### src/rtl/uart_word_rx_pkg.sv
// Shared types and constants for the uart_word_rx receive path.
// Optional parity checking is enabled with `define UART_RX_PARITY_EN.
package uart_word_rx_pkg;

    typedef enum logic [2:0] {
        IDLE,
        START,
        DATA,
        PARITY,
        STOP,
        BREAK
    } rx_state_t;

    localparam int ERR_OVR = 0;
    localparam int ERR_FRM = 1;
    localparam int ERR_TMO = 2;
    localparam int ERR_PAR = 3;

    localparam logic [15:0] MIN_DIV = 16'd4;

    // Clamp the runtime divisor so the half-bit count never collapses.
    function automatic logic [15:0] eff_div(input logic [15:0] d);
        return (d < MIN_DIV) ? MIN_DIV : d;
    endfunction

endpackage

### src/rtl/uart_word_rx_byte.sv
// UART byte deserialiser: 2-flop synchroniser, bit-timing FSM, shift register.
// With `define UART_RX_PARITY_EN a parity bit is checked between data and stop.
module uart_byte_rx
    import uart_word_rx_pkg::*;
(
    input  logic        clock,
    input  logic        reset,
    input  logic        sig,
    input  logic [15:0] baud_div,
`ifdef UART_RX_PARITY_EN
    input  logic        parity_odd,
`endif
    output logic [7:0]  rx_byte,
    output logic        byte_valid,
    output logic        frame_err,
    output logic        parity_err
);

    rx_state_t   r_state;
    rx_state_t   w_next;
    logic [1:0]  r_sync;
    logic        r_prev;
    logic [15:0] r_div;
    logic [15:0] r_cnt;
    logic [2:0]  r_bit;
    logic [7:0]  r_shift;
    logic [7:0]  r_byte;
    logic        r_valid;
    logic        r_ferr;
    logic        r_perr;
    logic        r_par_bad;

    logic        w_line;
    logic        w_fall;
    logic        w_half_hit;
    logic        w_full_hit;
    logic        w_start;
    logic        w_cnt_clr;
    logic        w_shift;
    logic        w_par_chk;
    logic        w_par_mis;
    logic        w_stop_ok;
    logic        w_stop_bad;

    assign w_line     = r_sync[1];
    assign w_fall     = r_prev & ~w_line;
    assign w_half_hit = (r_cnt == ({1'b0, r_div[15:1]} - 16'd1));
    assign w_full_hit = (r_cnt == (r_div - 16'd1));

`ifdef UART_RX_PARITY_EN
    assign w_par_mis = (w_line != (^r_shift ^ parity_odd));
`else
    assign w_par_mis = 1'b0;
`endif

    // Bring the asynchronous line into the clock domain; keep last value for edge detect.
    always_ff @(posedge clock) begin
        if (reset) begin
            r_sync <= 2'b11;
            r_prev <= 1'b1;
        end else begin
            r_sync <= {r_sync[0], sig};
            r_prev <= r_sync[1];
        end
    end

    // Receiver state register.
    always_ff @(posedge clock) begin
        if (reset) begin
            r_state <= IDLE;
        end else begin
            r_state <= w_next;
        end
    end

    // Next state and per-cycle strobes for bit timing.
    always_comb begin
        w_next     = r_state;
        w_start    = 1'b0;
        w_cnt_clr  = 1'b0;
        w_shift    = 1'b0;
        w_par_chk  = 1'b0;
        w_stop_ok  = 1'b0;
        w_stop_bad = 1'b0;
        unique case (r_state)
            IDLE: begin
                if (w_fall) begin
                    w_start   = 1'b1;
                    w_cnt_clr = 1'b1;
                    w_next    = START;
                end
            end
            START: begin
                if (w_half_hit) begin
                    w_cnt_clr = 1'b1;
                    w_next    = w_line ? IDLE : DATA;
                end
            end
            DATA: begin
                if (w_full_hit) begin
                    w_cnt_clr = 1'b1;
                    w_shift   = 1'b1;
                    if (r_bit == 3'd7) begin
`ifdef UART_RX_PARITY_EN
                        w_next = PARITY;
`else
                        w_next = STOP;
`endif
                    end
                end
            end
`ifdef UART_RX_PARITY_EN
            PARITY: begin
                if (w_full_hit) begin
                    w_cnt_clr = 1'b1;
                    w_par_chk = 1'b1;
                    w_next    = STOP;
                end
            end
`endif
            STOP: begin
                if (w_full_hit) begin
                    w_cnt_clr = 1'b1;
                    if (w_line) begin
                        w_stop_ok = 1'b1;
                        w_next    = IDLE;
                    end else begin
                        w_stop_bad = 1'b1;
                        w_next     = BREAK;
                    end
                end
            end
            BREAK: begin
                if (w_line) begin
                    w_next = IDLE;
                end
            end
            default: begin
                w_next = IDLE;
            end
        endcase
    end

    // Bit counter, latched divisor and data shift register.
    always_ff @(posedge clock) begin
        if (reset) begin
            r_div     <= MIN_DIV;
            r_cnt     <= 16'd0;
            r_bit     <= 3'd0;
            r_shift   <= 8'd0;
            r_par_bad <= 1'b0;
        end else begin
            if (w_start) begin
                r_div     <= eff_div(baud_div);
                r_bit     <= 3'd0;
                r_par_bad <= 1'b0;
            end
            if (w_cnt_clr) begin
                r_cnt <= 16'd0;
            end else begin
                r_cnt <= r_cnt + 16'd1;
            end
            if (w_shift) begin
                r_shift <= {w_line, r_shift[7:1]};
                r_bit   <= r_bit + 3'd1;
            end
            if (w_par_chk) begin
                r_par_bad <= w_par_mis;
            end
        end
    end

    // Registered single-cycle result pulses.
    always_ff @(posedge clock) begin
        if (reset) begin
            r_byte  <= 8'd0;
            r_valid <= 1'b0;
            r_ferr  <= 1'b0;
            r_perr  <= 1'b0;
        end else begin
            r_valid <= w_stop_ok & ~r_par_bad;
            r_ferr  <= w_stop_bad;
            r_perr  <= w_par_chk & w_par_mis;
            if (w_stop_ok) begin
                r_byte <= r_shift;
            end
        end
    end

    assign rx_byte    = r_byte;
    assign byte_valid = r_valid;
    assign frame_err  = r_ferr;
    assign parity_err = r_perr;

endmodule

### src/rtl/uart_word_rx.sv
// UART word receiver: byte deserialiser, word assembler with timeout, FWFT FIFO.
// Define UART_RX_PARITY_EN to add the parity_odd input and parity checking.
module uart_word_rx
    import uart_word_rx_pkg::*;
#(
    parameter int WORD_SIZE   = 32,
    parameter int DEPTH       = 64,
    parameter int TIMEOUT_CYC = 2_000_000
) (
    input  logic                   clock,
    input  logic                   reset,
    input  logic                   sig,
    input  logic [15:0]            baud_div,
    input  logic                   msb_first,
    input  logic                   read_req,
    input  logic                   clear_err,
`ifdef UART_RX_PARITY_EN
    input  logic                   parity_odd,
`endif
    output logic [WORD_SIZE-1:0]   data_out,
    output logic                   full,
    output logic                   empty,
    output logic [$clog2(DEPTH):0] count,
    output logic [3:0]             err
);

    localparam int NB = WORD_SIZE / 8;
    localparam int IW = (NB > 1) ? $clog2(NB) : 1;
    localparam int AW = $clog2(DEPTH);
    localparam int CW = AW + 1;
    localparam int TW = $clog2(TIMEOUT_CYC + 1);
    localparam logic [IW-1:0] LAST = IW'(NB - 1);

    logic [7:0]           w_byte;
    logic                 w_bv;
    logic                 w_ferr;
    logic                 w_perr;

    logic [IW-1:0]        r_idx;
    logic                 r_msb;
    logic [WORD_SIZE-1:0] r_word;
    logic [TW-1:0]        r_tmo;
    logic [WORD_SIZE-1:0] r_mem [DEPTH];
    logic [AW-1:0]        r_wptr;
    logic [AW-1:0]        r_rptr;
    logic [CW-1:0]        r_count;
    logic [3:0]           r_err;

    logic                 w_msb;
    logic [IW-1:0]        w_lane;
    logic                 w_last;
    logic [WORD_SIZE-1:0] w_word;
    logic                 w_push_req;
    logic                 w_push;
    logic                 w_pop;
    logic                 w_ovr;
    logic                 w_tmo_fire;
    logic [3:0]           w_err_set;

    uart_byte_rx u_byte (
        .clock      (clock),
        .reset      (reset),
        .sig        (sig),
        .baud_div   (baud_div),
`ifdef UART_RX_PARITY_EN
        .parity_odd (parity_odd),
`endif
        .rx_byte    (w_byte),
        .byte_valid (w_bv),
        .frame_err  (w_ferr),
        .parity_err (w_perr)
    );

    assign w_msb      = (r_idx == '0) ? msb_first : r_msb;
    assign w_lane     = w_msb ? (LAST - r_idx) : r_idx;
    assign w_last     = (r_idx == LAST);
    assign w_push_req = w_bv & w_last;
    assign w_pop      = read_req & ~empty;
    assign w_push     = w_push_req & (~full | read_req);
    assign w_ovr      = w_push_req & ~w_push;
    assign w_tmo_fire = (r_idx != '0) & ~w_bv
                      & (r_tmo == TW'(TIMEOUT_CYC));

    // Drop the incoming byte into its lane of the word under assembly.
    always_comb begin
        w_word = r_word;
        for (int k = 0; k < NB; k++) begin
            if (w_lane == IW'(k)) begin
                w_word[k*8 +: 8] = w_byte;
            end
        end
    end

    // Byte index, byte order latch and partial-word timeout.
    always_ff @(posedge clock) begin
        if (reset) begin
            r_idx  <= '0;
            r_msb  <= 1'b0;
            r_word <= '0;
            r_tmo  <= '0;
        end else if (w_bv) begin
            r_word <= w_word;
            r_tmo  <= '0;
            if (r_idx == '0) begin
                r_msb <= msb_first;
            end
            r_idx <= w_last ? '0 : r_idx + IW'(1);
        end else if (w_tmo_fire) begin
            r_idx <= '0;
            r_tmo <= '0;
        end else if (r_idx != '0) begin
            r_tmo <= r_tmo + TW'(1);
        end
    end

    // Word storage; the completed word is written in the cycle of its last byte.
    always_ff @(posedge clock) begin
        if (w_push) begin
            r_mem[r_wptr] <= w_word;
        end
    end

    // Ring-buffer pointers and occupancy.
    always_ff @(posedge clock) begin
        if (reset) begin
            r_wptr  <= '0;
            r_rptr  <= '0;
            r_count <= '0;
        end else begin
            if (w_push) begin
                r_wptr <= r_wptr + AW'(1);
            end
            if (w_pop) begin
                r_rptr <= r_rptr + AW'(1);
            end
            if (w_push && !w_pop) begin
                r_count <= r_count + CW'(1);
            end else if (w_pop && !w_push) begin
                r_count <= r_count - CW'(1);
            end
        end
    end

    // Gather this cycle's error events by bit position.
    always_comb begin
        w_err_set          = 4'b0000;
        w_err_set[ERR_OVR] = w_ovr;
        w_err_set[ERR_FRM] = w_ferr;
        w_err_set[ERR_TMO] = w_tmo_fire;
        w_err_set[ERR_PAR] = w_perr;
    end

    // Sticky errors; a new event wins over a simultaneous clear.
    always_ff @(posedge clock) begin
        if (reset) begin
            r_err <= 4'b0000;
        end else begin
            r_err <= (clear_err ? 4'b0000 : r_err) | w_err_set;
        end
    end

    assign full     = (r_count == CW'(DEPTH));
    assign empty    = (r_count == '0);
    assign count    = r_count;
    assign err      = r_err;
    assign data_out = empty ? '0 : r_mem[r_rptr];

endmodule

### config.mk
export PLATFORM = sky130hd
export DESIGN_NAME = uart_word_rx
export DESIGN_NICKNAME = d
export VERILOG_FILES = /design/src/rtl/uart_word_rx_pkg.sv /design/src/rtl/uart_word_rx_byte.sv /design/src/rtl/uart_word_rx.sv
export SDC_FILE = /design/constraint.sdc
export NUM_CORES = 2
export LEC_CHECK = 0
export ABC_AREA = 1
export ABC_CLOCK_PERIOD_IN_PS = 8300
export CORE_ASPECT_RATIO = 1.5
export CORE_MARGIN = 4
export CORE_UTILIZATION = 35
export CTS_CLUSTER_SIZE = 40
export DETAILED_ROUTE_END_ITERATION = 8
export PLACE_DENSITY = 0.49
export SLEW_MARGIN = 20
export SYNTH_ARGS = -nofsm -noshare
export SYNTH_HDL_FRONTEND = slang
export SYNTH_SLANG_ARGS = --single-unit
### constraint.sdc
create_clock -name clock -period 8.3 [get_ports clock]
set_clock_uncertainty 0.1 [all_clocks]
set_input_delay 2.075 -clock clock [delete_from_list [all_inputs] [get_ports clock]]
set_output_delay 2.075 -clock clock [all_outputs]
set_load 0.005 [all_outputs]
; ---- Word level (Yosys, flattened, before mapping)
; Memories as Yosys holds them, arrays and structs flattened. A register that Yosys moved wholly into a read port is not among the register bits.
; Index checks and enable logic that the tools add are counted.
[op_classes]
n_reduce_logical = 17
n_addsub = 11
bitwise = 16
muxes = 39
n_eq_ne = 19
n_lt_le_gt_ge = 1
[ops]
columns = cell, n
row1 = 16-bit equality test, 2
row2 = 32-bit 2-to-1 mux, 1
row3 = 8-bit 2-to-1 mux, 4
row4 = 3-bit 2-to-1 mux, 9
row5 = 21-bit by 1-bit adder with 21-bit output (second input constant), 1
row6 = 21-bit equality test (second input constant), 1
row7 = 16-bit by 1-bit adder with 16-bit output (second input constant), 1
row8 = 16-bit by 3-bit less-than comparator with 1-bit output (second input constant), 1
row9 = 16-bit 2-to-1 mux, 1
row10 = 15-bit by 1-bit subtractor with 16-bit output (second input constant), 1
row11 = 16-bit by 1-bit subtractor with 16-bit output (second input constant), 1
row12 = 3-bit one-hot mux with 5 select lines, 1
row13 = 7-bit 2-to-1 mux, 2
row14 = 6-bit by 1-bit adder with 6-bit output (second input constant), 2
row15 = 1-bit 2-to-1 mux, 12
row16 = 6-bit 2-to-1 mux, 2
row17 = 2-bit by 1-bit inequality test with 1-bit output (second input constant), 6
row18 = 2-bit 2-to-1 mux, 5
row19 = 3-bit equality test (second input constant), 3
row20 = 2-bit nonzero test, 4
row21 = 7-bit by 1-bit adder with 7-bit output (second input constant), 1
row22 = 1-bit AND, 7
row23 = 7-bit equality test (second input constant), 1
row24 = 7-bit logical NOT, 1
row25 = other kinds (20), 33
[word_totals]
ram_bits = 2048
in_bits = 22
out_inout_bits = 45
elab_cells = 122
ff_bits = 138
n_memories = 1
[memory_table]
columns = memory, words, word_bits, read_ports, rd_clocked_by_memory_dff, write_ports, line_no
row1 = r_mem, 64, 32, 1, 1, 1, uart_word_rx.sv:43  ; logic [WORD_SIZE-1:0] r_mem [DEPTH];

; ---- Longest topological paths before layout
[logic_depth]
ltp_word = 8
mapped_depth = 18
depth_no_buf = 18

; ---- Cells and area by module
; Synthesis repeated with hierarchy kept, for this count alone.
[unflattened]
cells_unflattened = 7969
hier_area_um2 = 90067.6
[modules_own_cells]
columns = module, cells_per_inst, area_each_um2, seq_area_each_um2, instances
row1 = uart_word_rx, 7416, 86437.9, 63200.6, 1
row2 = uart_byte_rx, 553, 3629.7, 1181.1, 1

; ---- Least setup slack after synthesis
; Ideal clock, no wire load.
[synth_timing]
path_kind = input to register
startpoint = in msb_first
endpoint = mem r_mem[0][16] (data pin)
t_arrival_ns = 5.400
path_slack_ns = 2.091
cell_stages = 7
path_cell_list = nand2_1 -> o21ai_0 -> xor2_1 -> inv_1 -> nand2_1 -> buf_2 -> o21ai_0
[synth_between]
elab_chain_len = 4
[synth_lines]
columns = item, line_no
row1 = from (decl), uart_word_rx.sv:14  ; input logic msb_first,
row2 = 1-bit 2-to-1 mux, --
row3 = 2-bit 2-to-1 mux, uart_word_rx.sv:75  ; assign w_lane = w_msb ? (LAST - r_idx) : r_idx;
row4 = 2-bit equality test, uart_word_rx.sv:88  ; if (w_lane == IW'(k)) begin
row5 = 8-bit 2-to-1 mux, uart_word_rx.sv:88
row6 = named net w_word[16], uart_word_rx.sv:52  ; logic [WORD_SIZE-1:0] w_word;
row7 = to (decl), uart_word_rx.sv:43
; The timed path passes the listed nets, and every way through them passes these cells.

==> results.txt <==
- A synthesized cell averages 12.2 µm².
* Fill count: 23600
- The design draws 25800 µW.
- The final route contains 57900 vias.
* Worst Setup Slack post-DPL: 2.04 ns
* Sequential cell fraction of total power: 46.8%
- The tree is rooted in a clkbuf_16.
- The analysis attributes to net switching a power of 7230 µW.
* Number of clock sinks: 2191
- In the final routed layout, each cell accounts on average for 25.2 µm.
- Post-layout instance count excluding filler cells: 10600
- Combinational logic is responsible for 16.5% of the overall power.
- The clock passes through at most 4 buffers.
- Skew-Pair Late Insertion Delay: 0.87 ns
* Floorplan die area: 259000 µm²
* Global-route wire length before repair: 389000 µm
* Kind of start point of the critical path: register
- Die Y: 622 µm
- Cells with a size suffix above 1 make up 8.29% of the layout.
- Setup violations remaining at the end of the flow were counted as 0.
- Number of flops mapped to enable cells by yosys: 2048
- The number of global-route vias before repair is 56700.
* Main synth FF type: edfxtp_1
* Highest attainable clock frequency: 141 MHz
- Share of flip-flops with an asynchronous set or reset: 0%
- Clock edge transition at the registers on the reported setup and hold paths: 0.06 ns
- Worst hold path class: register to register
* Routed wire length: 267000 µm
- During placement, the flow inserted port buffers numbering 65.
- Post-route antenna net violation count: 0
- Max capacitance violation total: 0
- The cell area that synthesis handed to floorplanning was 87800 µm².
- In the final design database the tool counted 7196 nets.
- Post-CTS repair changed the size of 0 cells.
- Initial Util: 35.1%
- After clock tree synthesis, the setup repair step added 0 buffers.
- The number of hold buffers added after CTS was 0.
* Final worst slack: 1.23 ns
- In the global route stage, overall resource usage came out at 20.0%.
* Transition time at the pin with the least slew margin: 1.12 ns
- Sequential fraction of the synthesis area: 73.3%
- The core region is 250000 µm².
- Hold violation count in the final report: 0
- Clock tree from TritonCTS: yes
* Final min period: 7.07 ns
- Final sum of negative setup slack: 0 ns
* Flops & latches, synth: 2191
* 1st-pass router iterations: 5
- Number of antenna violations at the first check in global routing: 4
* Category of the most critical setup path: register to primary output
- In this run the number of H-tree levels came out at 4.
- Share of the clock period used by the worst path: 85.2%
* Area growth from synthesis to final layout: 13.6%
- Counting every instance in the synthesized netlist gives 7170.
- Worst-path maximum fanout: 59
- The number of different library cells used by synthesis comes to 52.
* Number of buffers created by CTS: 216
- For this run, the share of the core covered by cells in the final layout is 39.9%.
- Footprint of the flip-flops and latches: 64400 µm²
- Unrepaired setup endpoints after global routing: no
- Power density cells: 258 nW/µm²
* Global-route congestion overflow total: 0
- The startpoint identified for the worst hold timing path is u_byte.r_sync[0].
- In the final layout, the multi-input gates occupy 21600 µm².
* Data required time at the worst endpoint: 6.12 ns
- Die X-Extent: 417 µm
* Via count normalized by instance count: 5.46
- For this design the top-level I/O count stands at 67.
- Switching fraction of total power: 28.0%
* CP endpoint kind: primary output
* Reg-to-Reg Start: count[1]
- VDD sags by at most 180 µV.
- Run status: finished, final reports clean
- Counting tap cells, the placed design contains a total of 10200 instances.
* Cell Int Power: 18500 µW
* Row cnt: 225
- Post-Syn Nets: 7210
- Endpoint arrival time on the critical path: 4.89 ns
- Measured against its own limit, the worst slew margin works out to 25.3%.
* Count of final max-slew check failures: 0
- Half-perimeter wire length of the detailed placement result: 152000 µm
- Final weighted congestion of routability-driven global placement: 0.811
* Part of the total power dissipated in the clock network: 36.8%
- Entering global routing, the biggest net connects 149 pins.
- Static leakage: 0.0307 µW
- For this run, design rule violations remaining after detail routing come to 0.
- DRT iter0 DRCs: 5105
- Count of warnings emitted by yosys: 0
-- flip-flops by register name, summed over array words and instances (netlist names), named ones only --
signal / flops
u_byte.r_cnt: 16
u_byte.r_state: 3
r_msb: 1
u_byte.byte_valid: 1
u_byte.rx_byte: 8
r_idx: 2
r_word: 32
r_mem: 2048
r_wptr: 6
u_byte.r_bit: 3
u_byte.r_sync: 2
u_byte.r_prev: 1
u_byte.r_shift: 8
u_byte.r_div: 16
u_byte.frame_err: 1
count: 7
r_tmo: 21
r_rptr: 6
err: 3
-- cell families (layout without fill, tap and decap cells) --
group,count (synthesis),count (layout),share of synthesized area (%)
simple gates,2306,2306,10.5
buf+inv,643,794,3.12
compound gates,1952,1952,12.2
xor+xnor,59,59,0.588
flops,2191,2191,73.3
other cells,1,4,0.00427
fa+ha+maj,18,18,0.265
-- worst paths after layout --
path	end	slack, ns	cells past startpoint
worst max register to register	r_mem[21][9]	3.91	9
worst min-delay path	u_byte.r_sync[1]	0.31	1
worst min register to register	u_byte.r_sync[1]	0.31	1
worst max-delay path	data_out[26]	1.23	11
-- synth_stat cells (2+ instances only) --
cell type	count	area share, %
a211oi_1	7	0.060
a21oi_1	76	0.43
a31oi_1	15	0.11
buf_1	38	0.16
buf_2	141	0.80
buf_4	24	0.21
buf_6	8	0.10
clkbuf_1	274	1.2
clkbuf_2	2	0.011
clkinv_1	4	0.017
dfxtp_1	143	3.3
edfxtp_1	2048	70
ha_1	17	0.24
inv_1	147	0.63
inv_2	5	0.021
nand2_1	563	2.4
nand2_2	4	0.028
nand3_1	236	1.3
nand3b_1	9	0.077
nand4_1	19	0.14
nand4_2	2	0.028
nor2_1	1415	6.0
nor2_2	9	0.064
nor2_4	4	0.051
nor3_1	24	0.14
nor3b_1	3	0.026
nor4_1	5	0.036
o211ai_1	21	0.18
o21ai_0	1258	7.2
o21ai_1	6	0.034
o21bai_1	2	0.017
o221ai_1	59	0.59
o22a_1	6	0.060
o22ai_1	492	3.5
o31ai_1	5	0.043
or2_2	6	0.043
xnor2_1	21	0.21
xor2_1	38	0.38
-- power groups by stage --
stage	Sequential [µW]	Combinational [µW]	Clock, µW
after floorplan	12200	2710	0
final	12100	4240	9470
after detailed placement	12300	4270	0
after CTS	12100	4280	9690
after global placement	12300	4250	0
after global routing	12100	4680	10100
-- metal layers --
layer,vias up,GRT usage (%),wire length [µm]
li1,26200,-,-
met1,29600,25.4,109000
met2,1733,35.9,137000
met3,391,2.42,13800
met4,0,5.58,7590
met5,-,0,0
-- stage by stage --
| step | instance area (µm²) | hold slack (ns) |
|---|---|---|
| global placement | 93000 | 0.304 |
| detailed placement | 93100 | 0.313 |
| floorplan | 87800 | 0.289 |
| finish | 99700 | 0.314 |
| CTS | 99700 | 0.308 |
| global route | 99700 | 0.321 |
-- final cells by class --
class	instances	share of cell area [%]
Antenna cell	3	0.00753
Clock buffer	280	5.71
Clock inverter	103	0.912
Inverter	156	0.616
Multi-Input combinational cell	4336	21.6
Sequential cell	2191	64.6
Tap cell	3291	4.13
Timing Repair Buffer	255	2.44
-- critical path, cell delays in order (launching register included) --
cell	delay, ns
dfxtp_4	0.49
inv_8	0.45
buf_4	0.55
o21ai_0	0.18
o22ai_1	0.19
o21ai_0	0.10
o22ai_1	0.29
nand2_1	0.09
nand2_1	0.14
a21oi_1	0.12
nor2_1	0.63
clkdlybuf4s50_1	0.64
-- layout by cell type (no fill, tap or decap), types with 64 or more instances in the layout --
| cell type | synthesis | layout |
|---|---|---|
| clkbuf_16 | 0 | 218 |
| buf_4 | 24 | 162 |
| nand2_1 | 563 | 562 |
| clkdlybuf4s50_1 | 0 | 64 |
| o22ai_1 | 492 | 492 |
| dfxtp_1 | 143 | 137 |
| a21oi_1 | 76 | 76 |
| o21ai_0 | 1258 | 1226 |
| nor2_4 | 4 | 67 |
| inv_1 | 147 | 144 |
| nor2_1 | 1415 | 1352 |
| edfxtp_1 | 2048 | 2048 |
| nand3_1 | 236 | 236 |
No activity file was read; power rests on OpenSTA's default activity.
